--- src/rtl/button_monitor_if.sv ---
// Signal bundle between the front-panel button monitor and the bootloader control logic.
// The monitor uses the slave view; the consumer (or a bench) uses the master view.
interface button_monitor_if;
    logic       button_n;
    logic       pressed;
    logic       short_press;
    logic       long_press;
    logic [7:0] press_count;

    modport master (
        output button_n,
        input  pressed,
        input  short_press,
        input  long_press,
        input  press_count
    );

    modport slave (
        input  button_n,
        output pressed,
        output short_press,
        output long_press,
        output press_count
    );
endinterface

--- src/rtl/button_monitor.sv ---
// Front-panel pushbutton reader: synchronise, debounce, classify short/long presses,
// and keep a wrapping count of short presses.
//
// state | meaning
// IDLE  | button released, waiting for a debounced press
// HELD  | button down, hold time below the long-press threshold
// LONG  | long press already reported, waiting for release
module button_monitor #(
    parameter int clock_speed   = 12_500_000,
    parameter int debounce_ms   = 20,
    parameter int long_press_ms = 2000
) (
    input  logic            clock,
    input  logic            reset,
    button_monitor_if.slave bus
);

    localparam int DB   = clock_speed / 1000 * debounce_ms;
    localparam int LP   = clock_speed / 1000 * long_press_ms;
    localparam int DB_W = $clog2(DB + 1);
    localparam int LP_W = $clog2(LP + 1);

    localparam logic [DB_W-1:0] DB_LAST = DB_W'(DB - 1);
    localparam logic [LP_W-1:0] LP_LAST = LP_W'(LP - 1);

    typedef enum logic [1:0] {
        IDLE = 2'd0,
        HELD = 2'd1,
        LONG = 2'd2
    } state_t;

    logic            sync_meta;
    logic            sync_last;
    logic            sync;
    logic [DB_W-1:0] db_cnt;
    logic            pressed_q;

    state_t          state;
    state_t          state_nxt;
    logic [LP_W-1:0] hold_cnt;
    logic [LP_W-1:0] hold_cnt_nxt;
    logic [LP_W-1:0] hold_inc;
    logic            short_q;
    logic            short_nxt;
    logic            long_q;
    logic            long_nxt;
    logic [7:0]      count_q;
    logic [7:0]      count_nxt;

    // Both flops idle at 1 so reset looks like a released button.
    always_ff @(posedge clock or posedge reset) begin
        if (reset) begin
            sync_meta <= 1'b1;
            sync_last <= 1'b1;
        end else begin
            sync_meta <= bus.button_n;
            sync_last <= sync_meta;
        end
    end

    assign sync = ~sync_last;

    always_ff @(posedge clock or posedge reset) begin
        if (reset) begin
            db_cnt    <= '0;
            pressed_q <= 1'b0;
        end else if (sync != pressed_q) begin
            if (db_cnt == DB_LAST) begin
                pressed_q <= ~pressed_q;
                db_cnt    <= '0;
            end else begin
                db_cnt <= db_cnt + DB_W'(1);
            end
        end else begin
            db_cnt <= '0;
        end
    end

    always_ff @(posedge clock or posedge reset) begin
        if (reset) begin
            state    <= IDLE;
            hold_cnt <= '0;
            short_q  <= 1'b0;
            long_q   <= 1'b0;
            count_q  <= '0;
        end else begin
            state    <= state_nxt;
            hold_cnt <= hold_cnt_nxt;
            short_q  <= short_nxt;
            long_q   <= long_nxt;
            count_q  <= count_nxt;
        end
    end

    // The IDLE->HELD cycle counts as the first held cycle, so the threshold is
    // tested on the incremented value; long_press then lands LP cycles after
    // pressed rises and hold_cnt tops out at LP-1.
    always_comb begin
        state_nxt    = state;
        hold_cnt_nxt = hold_cnt;
        short_nxt    = 1'b0;
        long_nxt     = 1'b0;
        count_nxt    = count_q;
        hold_inc     = hold_cnt + LP_W'(1);

        case (state)
            IDLE: begin
                if (pressed_q) begin
                    state_nxt    = HELD;
                    hold_cnt_nxt = '0;
                end
            end
            HELD: begin
                if (!pressed_q) begin
                    short_nxt = 1'b1;
                    count_nxt = count_q + 8'd1;
                    state_nxt = IDLE;
                end else begin
                    hold_cnt_nxt = hold_inc;
                    if (hold_inc == LP_LAST) begin
                        long_nxt  = 1'b1;
                        state_nxt = LONG;
                    end
                end
            end
            LONG: begin
                if (!pressed_q) begin
                    state_nxt = IDLE;
                end
            end
            default: begin
                state_nxt = IDLE;
            end
        endcase
    end

    assign bus.pressed     = pressed_q;
    assign bus.short_press = short_q;
    assign bus.long_press  = long_q;
    assign bus.press_count = count_q;

endmodule

--- src/flat_wrapper.sv ---
// flat-port wrapper written by rule: the top's interface ports become plain ports
module button_monitor_flat 
#(
    parameter int clock_speed   = 12_500_000,
    parameter int debounce_ms   = 20,
    parameter int long_press_ms = 2000
)
  (clock, reset, bus_button_n, bus_pressed, bus_short_press, bus_long_press, bus_press_count);
  button_monitor_if bus_i ();
  input  logic clock;
  input  logic reset;
  input wire logic [$bits(bus_i.button_n)-1:0] bus_button_n;
  output wire logic [$bits(bus_i.pressed)-1:0] bus_pressed;
  output wire logic [$bits(bus_i.short_press)-1:0] bus_short_press;
  output wire logic [$bits(bus_i.long_press)-1:0] bus_long_press;
  output wire logic [$bits(bus_i.press_count)-1:0] bus_press_count;
  assign bus_i.button_n = bus_button_n;
  assign bus_pressed = bus_i.pressed;
  assign bus_short_press = bus_i.short_press;
  assign bus_long_press = bus_i.long_press;
  assign bus_press_count = bus_i.press_count;
  button_monitor #(.clock_speed(clock_speed), .debounce_ms(debounce_ms), .long_press_ms(long_press_ms)) u_core (.clock(clock), .reset(reset), .bus(bus_i));
endmodule
--- config.mk ---
export PLATFORM = sky130hd
export DESIGN_NAME = button_monitor_flat
export DESIGN_NICKNAME = d
export VERILOG_FILES = /design/src/rtl/button_monitor_if.sv /design/src/rtl/button_monitor.sv /design/src/flat_wrapper.sv
export SDC_FILE = /design/constraint.sdc
export NUM_CORES = 1
export LEC_CHECK = 0
export BUFFER_PORTS_ARGS = -buffer_cell sky130_fd_sc_hd__buf_4
export CAP_MARGIN = 10
export CORE_ASPECT_RATIO = 1.75
export CORE_MARGIN = 3
export CORE_UTILIZATION = 58
export CTS_BUF_LIST = sky130_fd_sc_hd__clkbuf_8
export CTS_CLUSTER_SIZE = 20
export DETAILED_ROUTE_END_ITERATION = 10
export HOLD_SLACK_MARGIN = 0.06
export PLACE_DENSITY_LB_ADDON = 0.2
export SETUP_SLACK_MARGIN = 0.4
export SYNTH_ARGS = -nofsm -noshare
export SYNTH_HDL_FRONTEND = slang
export SYNTH_SLANG_ARGS = --single-unit
--- constraint.sdc ---
create_clock -name clock -period 2.15 [get_ports clock]
set_input_delay 0.43 -clock clock [delete_from_list [all_inputs] [get_ports clock]]
set_output_delay 0.43 -clock clock [all_outputs]
set_load 0.02 [all_outputs]
# [After elaboration in Yosys (flattened, before gate mapping)]
# Cells that the tools add are included.
[word_totals] ff_bits=58 in_bits=3 out_inout_bits=11 elab_cells=44
[classes] add_sub_neg=3 eq_ne=9 muxes=15 n_bitwise=2 n_reduce_logical=6
[op_table] cell="25-bit two-way mux" n=2
[op_table] cell="25-bit one-hot mux with 2 select lines" n=1
[op_table] cell="18-bit two-way mux" n=2
[op_table] cell="25-bit by 1-bit adder with 25-bit output (second input constant)" n=1
[op_table] cell="25-bit == test (second input constant)" n=1
[op_table] cell="18-bit by 1-bit adder with 18-bit output (second input constant)" n=1
[op_table] cell="18-bit == test (second input constant)" n=1
[op_table] cell="8-bit by 1-bit adder with 8-bit output (second input constant)" n=1
[op_table] cell="2-bit two-way mux" n=4
[op_table] cell="2-bit one-hot mux with 3 select lines" n=1
[op_table] cell="3-bit AND reduction" n=2
[op_table] cell="1-bit two-way mux" n=5
[op_table] cell="2-bit by 1-bit != test with 1-bit output (second input constant)" n=2
[op_table] cell="2-bit AND reduction" n=2
[op_table] cell="3-bit != test (second input constant)" n=1
[op_table] cell="2-bit by 1-bit == test with 1-bit output (second input constant)" n=1
[op_table] cell="2-bit == test (second input constant)" n=1
[op_table] cell="2-bit zero test" n=1
[op_table] cell="2-bit != test (second input constant)" n=1
[op_table] cell="1-bit NOT" n=2
[op_table] cell="2-bit nonzero test" n=1
[op_table] cell="1-bit != test" n=1

# [Longest topological paths before layout]
[depth] word_depth=5 mapped_depth=8 ltp_nobuf=7

# [Worst setup path after synthesis]
# No wires, ideal clock.
[synth_path] path_kind="register to register" start="register u_core.hold_cnt[0]" end="register u_core.hold_cnt[24]" setup_ns=0.074 arrival_ns=2.191 t_required_ns=2.076 slack_ns=-0.116 stages_incl_launch_ff=9 path_buffers=1 synth_period_minus_slack_ns=2.266 cell_sequence="dfrtp_1 > ha_1 > buf_4 > nand4_4 > nor3_4 > nand2_4 > or4_1 > mux2_2 > o21ai_2"
[synth_between] elab_chain_cells=3
[synth_lines] element="from (decl)" line_no="button_monitor.sv:40" text="logic [LP_W-1:0] hold_cnt;"
[synth_lines] element="from (signal assigned)" line_no="button_monitor.sv:88" text="hold_cnt <= hold_cnt_nxt;"
[synth_lines] element="25-bit by 1-bit adder with 25-bit output" line_no="button_monitor.sv:104" text="hold_inc = hold_cnt + LP_W'(1);"
[synth_lines] element="25-bit two-way mux" line_no="button_monitor.sv:114" text="if (!pressed_q) begin"
[synth_lines] element="25-bit one-hot mux with 2 select lines" line_no="button_monitor.sv:106" text="case (state)"
# Every way passes these cells. The select of a mux whose other input is x is not followed.
# A chain may end at the register's enable or synchronous reset.

# [Worst setup path after layout]
[layout_path] start="register u_core.hold_cnt[12]" end="register u_core.state[0]"
[layout_between] elab_chain_cells=4
[layout_lines] element="25-bit by 1-bit adder with 25-bit output" line_no="button_monitor.sv:104"
[layout_lines] element="25-bit == test" line_no="button_monitor.sv:120" text="if (hold_inc == LP_LAST) begin"
[layout_lines] element="3-bit != test (no source line)"
[layout_lines] element="3-bit AND reduction (no source line)"
[layout_lines] element="to (signal assigned)" line_no="button_monitor.sv:87" text="state <= state_nxt;"
[layout_lines] element="to (decl)" line_no="button_monitor.sv:38" text="state_t state;"
# Every way passes these cells.

==> out/metrics.yaml <==
cts.sinks: 58
crit_type: "flop to flop"
die_x_um: 63.1
dp_hpwl_um: 5620
hold_viol_final: 0
yosysSeqAreaShare: 0.439
intPower_mw: 1.56
final.fill_count: 318
p_leak_nw: 1.93
fin_crit_sh: 0.983
power_frac_seq: 0.538
grt-ovfl-total: 0
syn_area_per_cell_um2: 9.55
ys_seq_elements: 58
synth_top_cell_area_share: 0.423
viasPerCell: 6.11
synthTopCellsByArea: "dfrtp_1, nand2_1, nor2_1, nand3_1, o21ai_0"
num_rows: 35
synth_nets: 354
die_height_um: 106
rsz0062_at_grt: "yes"
r2r_cells: 6
core_region_area_mm2: 0.00539
dp.cells: 456
grt_busiest_layer: "met2"
antenna_left: 0
diodes: 0
pin_count: 14
arrival_ps: 2340
clockBufferDepth: 2
async_flop_share: 1.00
p_clk_frac: 0.440
final_layout_size_suffix_gt1_frac: 0.367
r2r-end: "u_core.state[0]$_DFFE_PP0P_"
synth_most_common_cell: "dfrtp_1"
r2r_start: "u_core.hold_cnt[12]$_DFFE_PP0P_"
synth_largest_area_cell: "dfrtp_1"
worst_slew_margin_rel: 0.762
worstSetupStartpoint: "u_core.hold_cnt[12]$_DFFE_PP0P_"
startpoint_type: "flop"
h-tree-depth: 3
vias: 3085
synth_cells: 347
setup_viol: 0
stdcell_count: 505
grt_usage: 0.277
synth_edf_count: 0
power_density_mw_per_mm2: 470
place_ws_ps: 3.53
cp_max_fo: 4
fin_worst_skew_ps: 6.29
root_buffer: "clkbuf_8"
drc_errors: 0
synth_ff_type: "dfrtp_1"
tritoncts: "done"
holdBufCountCts: 0
setup_tns_ps: 0
maxCapViolations: 0
ys_types: 71
cts_buffers: 9
first_global_vias: 3126
totalWireLength_um: 9340
start_util: 0.615
hp-class: "primary input to async pin"
min_period_ps: 2110
grt_max_degree: 59
area_growth_syn_to_layout_pct: 31.9
use_met1: 0.288
wl_per_cell_um: 18.5
drt_pass1_iterations: 5
ff2ff_setup_slack_ps: 40
sw_frac_of_total: 0.241
synth_warnings: 0
worst_pin_slew_ps: 352
switching_power_uw: 495
synth.top_cells.by_count: "dfrtp_1, nand2_1, nor2_1"
fmax_mhz: 473
cp.required_ps: 2370
dieArea_mm2: 0.00669
status: "finished, final reports clean"
first_iter_violations: 227
cp-end-kind: "flop"
grt_pass1_wl_um: 14600
antenna_found_initial: 0
grtUsageMet3: 0.0444
combPwrFrac: 0.022
clk_pin_slew_worst_paths_ps: 70
fin_ws_ps: 35.6
gp_congestion: 0.877
synth_area_mm2: 0.00331
clk_latency_ps: 340
ir_drop_mv: 0.429
fin_nets: 433
use_met2: 0.516
io_buffers: 13
drv_slew: 0
==> worst max path at each step <==
stage / end / depth (start not counted)
after floorplan: u_core.state[0]$_DFFE_PP0P_ / 8
after global placement: u_core.state[0]$_DFFE_PP0P_ / 6
after detailed placement: u_core.state[0]$_DFFE_PP0P_ / 7
after CTS: u_core.hold_cnt[24]$_DFFE_PP0P_ / 7
after global routing: u_core.hold_cnt[24]$_DFFE_PP0P_ / 8
final: u_core.state[0]$_DFFE_PP0P_ / 6
==> through the flow <==
step / total power, mW / instance area [um^2] / utilization / hold WS [ps]
after floorplan: 1.15 / 3350 / - / 345
after global placement: 1.17 / 3720 / 0.691 / 360
after detailed placement: 1.17 / 3720 / 0.691 / 365
after CTS: 2.07 / 4150 / 0.770 / 181
after global routing: 2.13 / 4370 / 0.811 / 188
final: 2.06 / 4370 / 0.811 / 175
==> logic make-up (layout without fill, tap and decap cells) <==
kind of cell	after synthesis	count (layout)	share of synthesized area
AO/OA/AOI/OAI	75	75	0.151
XOR/XNOR	26	26	0.0687
adder cells (fa/ha/maj)	4	4	0.0151
buffers and inverters	26	110	0.0445
flip-flops	58	58	0.439
multiplexers	4	4	0.0128
AND/OR/NAND/NOR	154	154	0.269
==> cell type report <==
type,instances,area [um^2],share of cell area
clock inverters,6,41.3,0.00945
flip-flops and latches,58,1460,0.335
inverters,10,41.3,0.00945
multi-input cells,263,1900,0.435
repair buffers,84,692,0.158
clock buffers,10,138,0.0315
well taps,74,92.6,0.0212
==> power by group through the flow <==
stage	clock [mW]	sequential, mW	combinational [mW]
floorplan	0	1.12	0.0289
finish	0.905	1.10	0.0455
global placement	0	1.12	0.0450
CTS	0.920	1.10	0.0474
global route	0.975	1.10	0.0536
detailed placement	0	1.13	0.0470
==> cells in the final DEF, fill, tap and decap left out, types with 4 or more instances in the layout <==
cell type,Yosys,final
a21o_1,4,4
a21oi_1,9,9
a31oi_1,5,4
and2_1,4,4
and3_1,6,5
buf_4,4,70
buf_6,3,13
clkbuf_8,0,10
clkinvlp_4,0,4
dfrtp_1,56,48
dfrtp_2,0,8
inv_1,9,8
nand2_1,34,31
nand2b_1,5,5
nand3_1,23,22
nand4_1,5,5
nor2_1,34,33
nor3_2,1,5
nor4_1,5,4
o21ai_0,23,16
o21ai_1,1,6
o31ai_1,13,12
xnor2_1,13,13
xor2_1,13,12
==> what timing repair did <==
| action | in CTS | in global routing |
|---|---|---|
| buffers inserted | 20 | 13 |
| gates resized for setup | 24 | 33 |
| pin swaps | 13 | 29 |
| setup endpoints to repair | 15 | 36 |
| gates cloned | 0 | 0 |
==> critical path: stages, from the launching register on <==
cell and delay, ps:
dfrtp_2 430, nand4_4 140, or2_4 270, or3_4 400
a221oi_4 320, nand3_1 120, o31a_1 310
==> per-layer routing <==
metal,vias to the layer above,wire length (um)
li1,1408,-
met1,1499,3210
met2,129,5190
met3,49,478
met4,0,467
met5,-,0
==> sequential cells by signal, indices dropped and copies added, names as in the netlist <==
| name | cells |
|---|---|
| u_core.state | 2 |
| u_core.bus.press_count | 8 |
| u_core.bus.pressed | 1 |
| u_core.bus.short_press | 1 |
| u_core.sync_meta | 1 |
| u_core.db_cnt | 18 |
| u_core.bus.long_press | 1 |
| u_core.hold_cnt | 25 |
| u_core.sync_last | 1 |
Power figures use the tool's default switching activity.
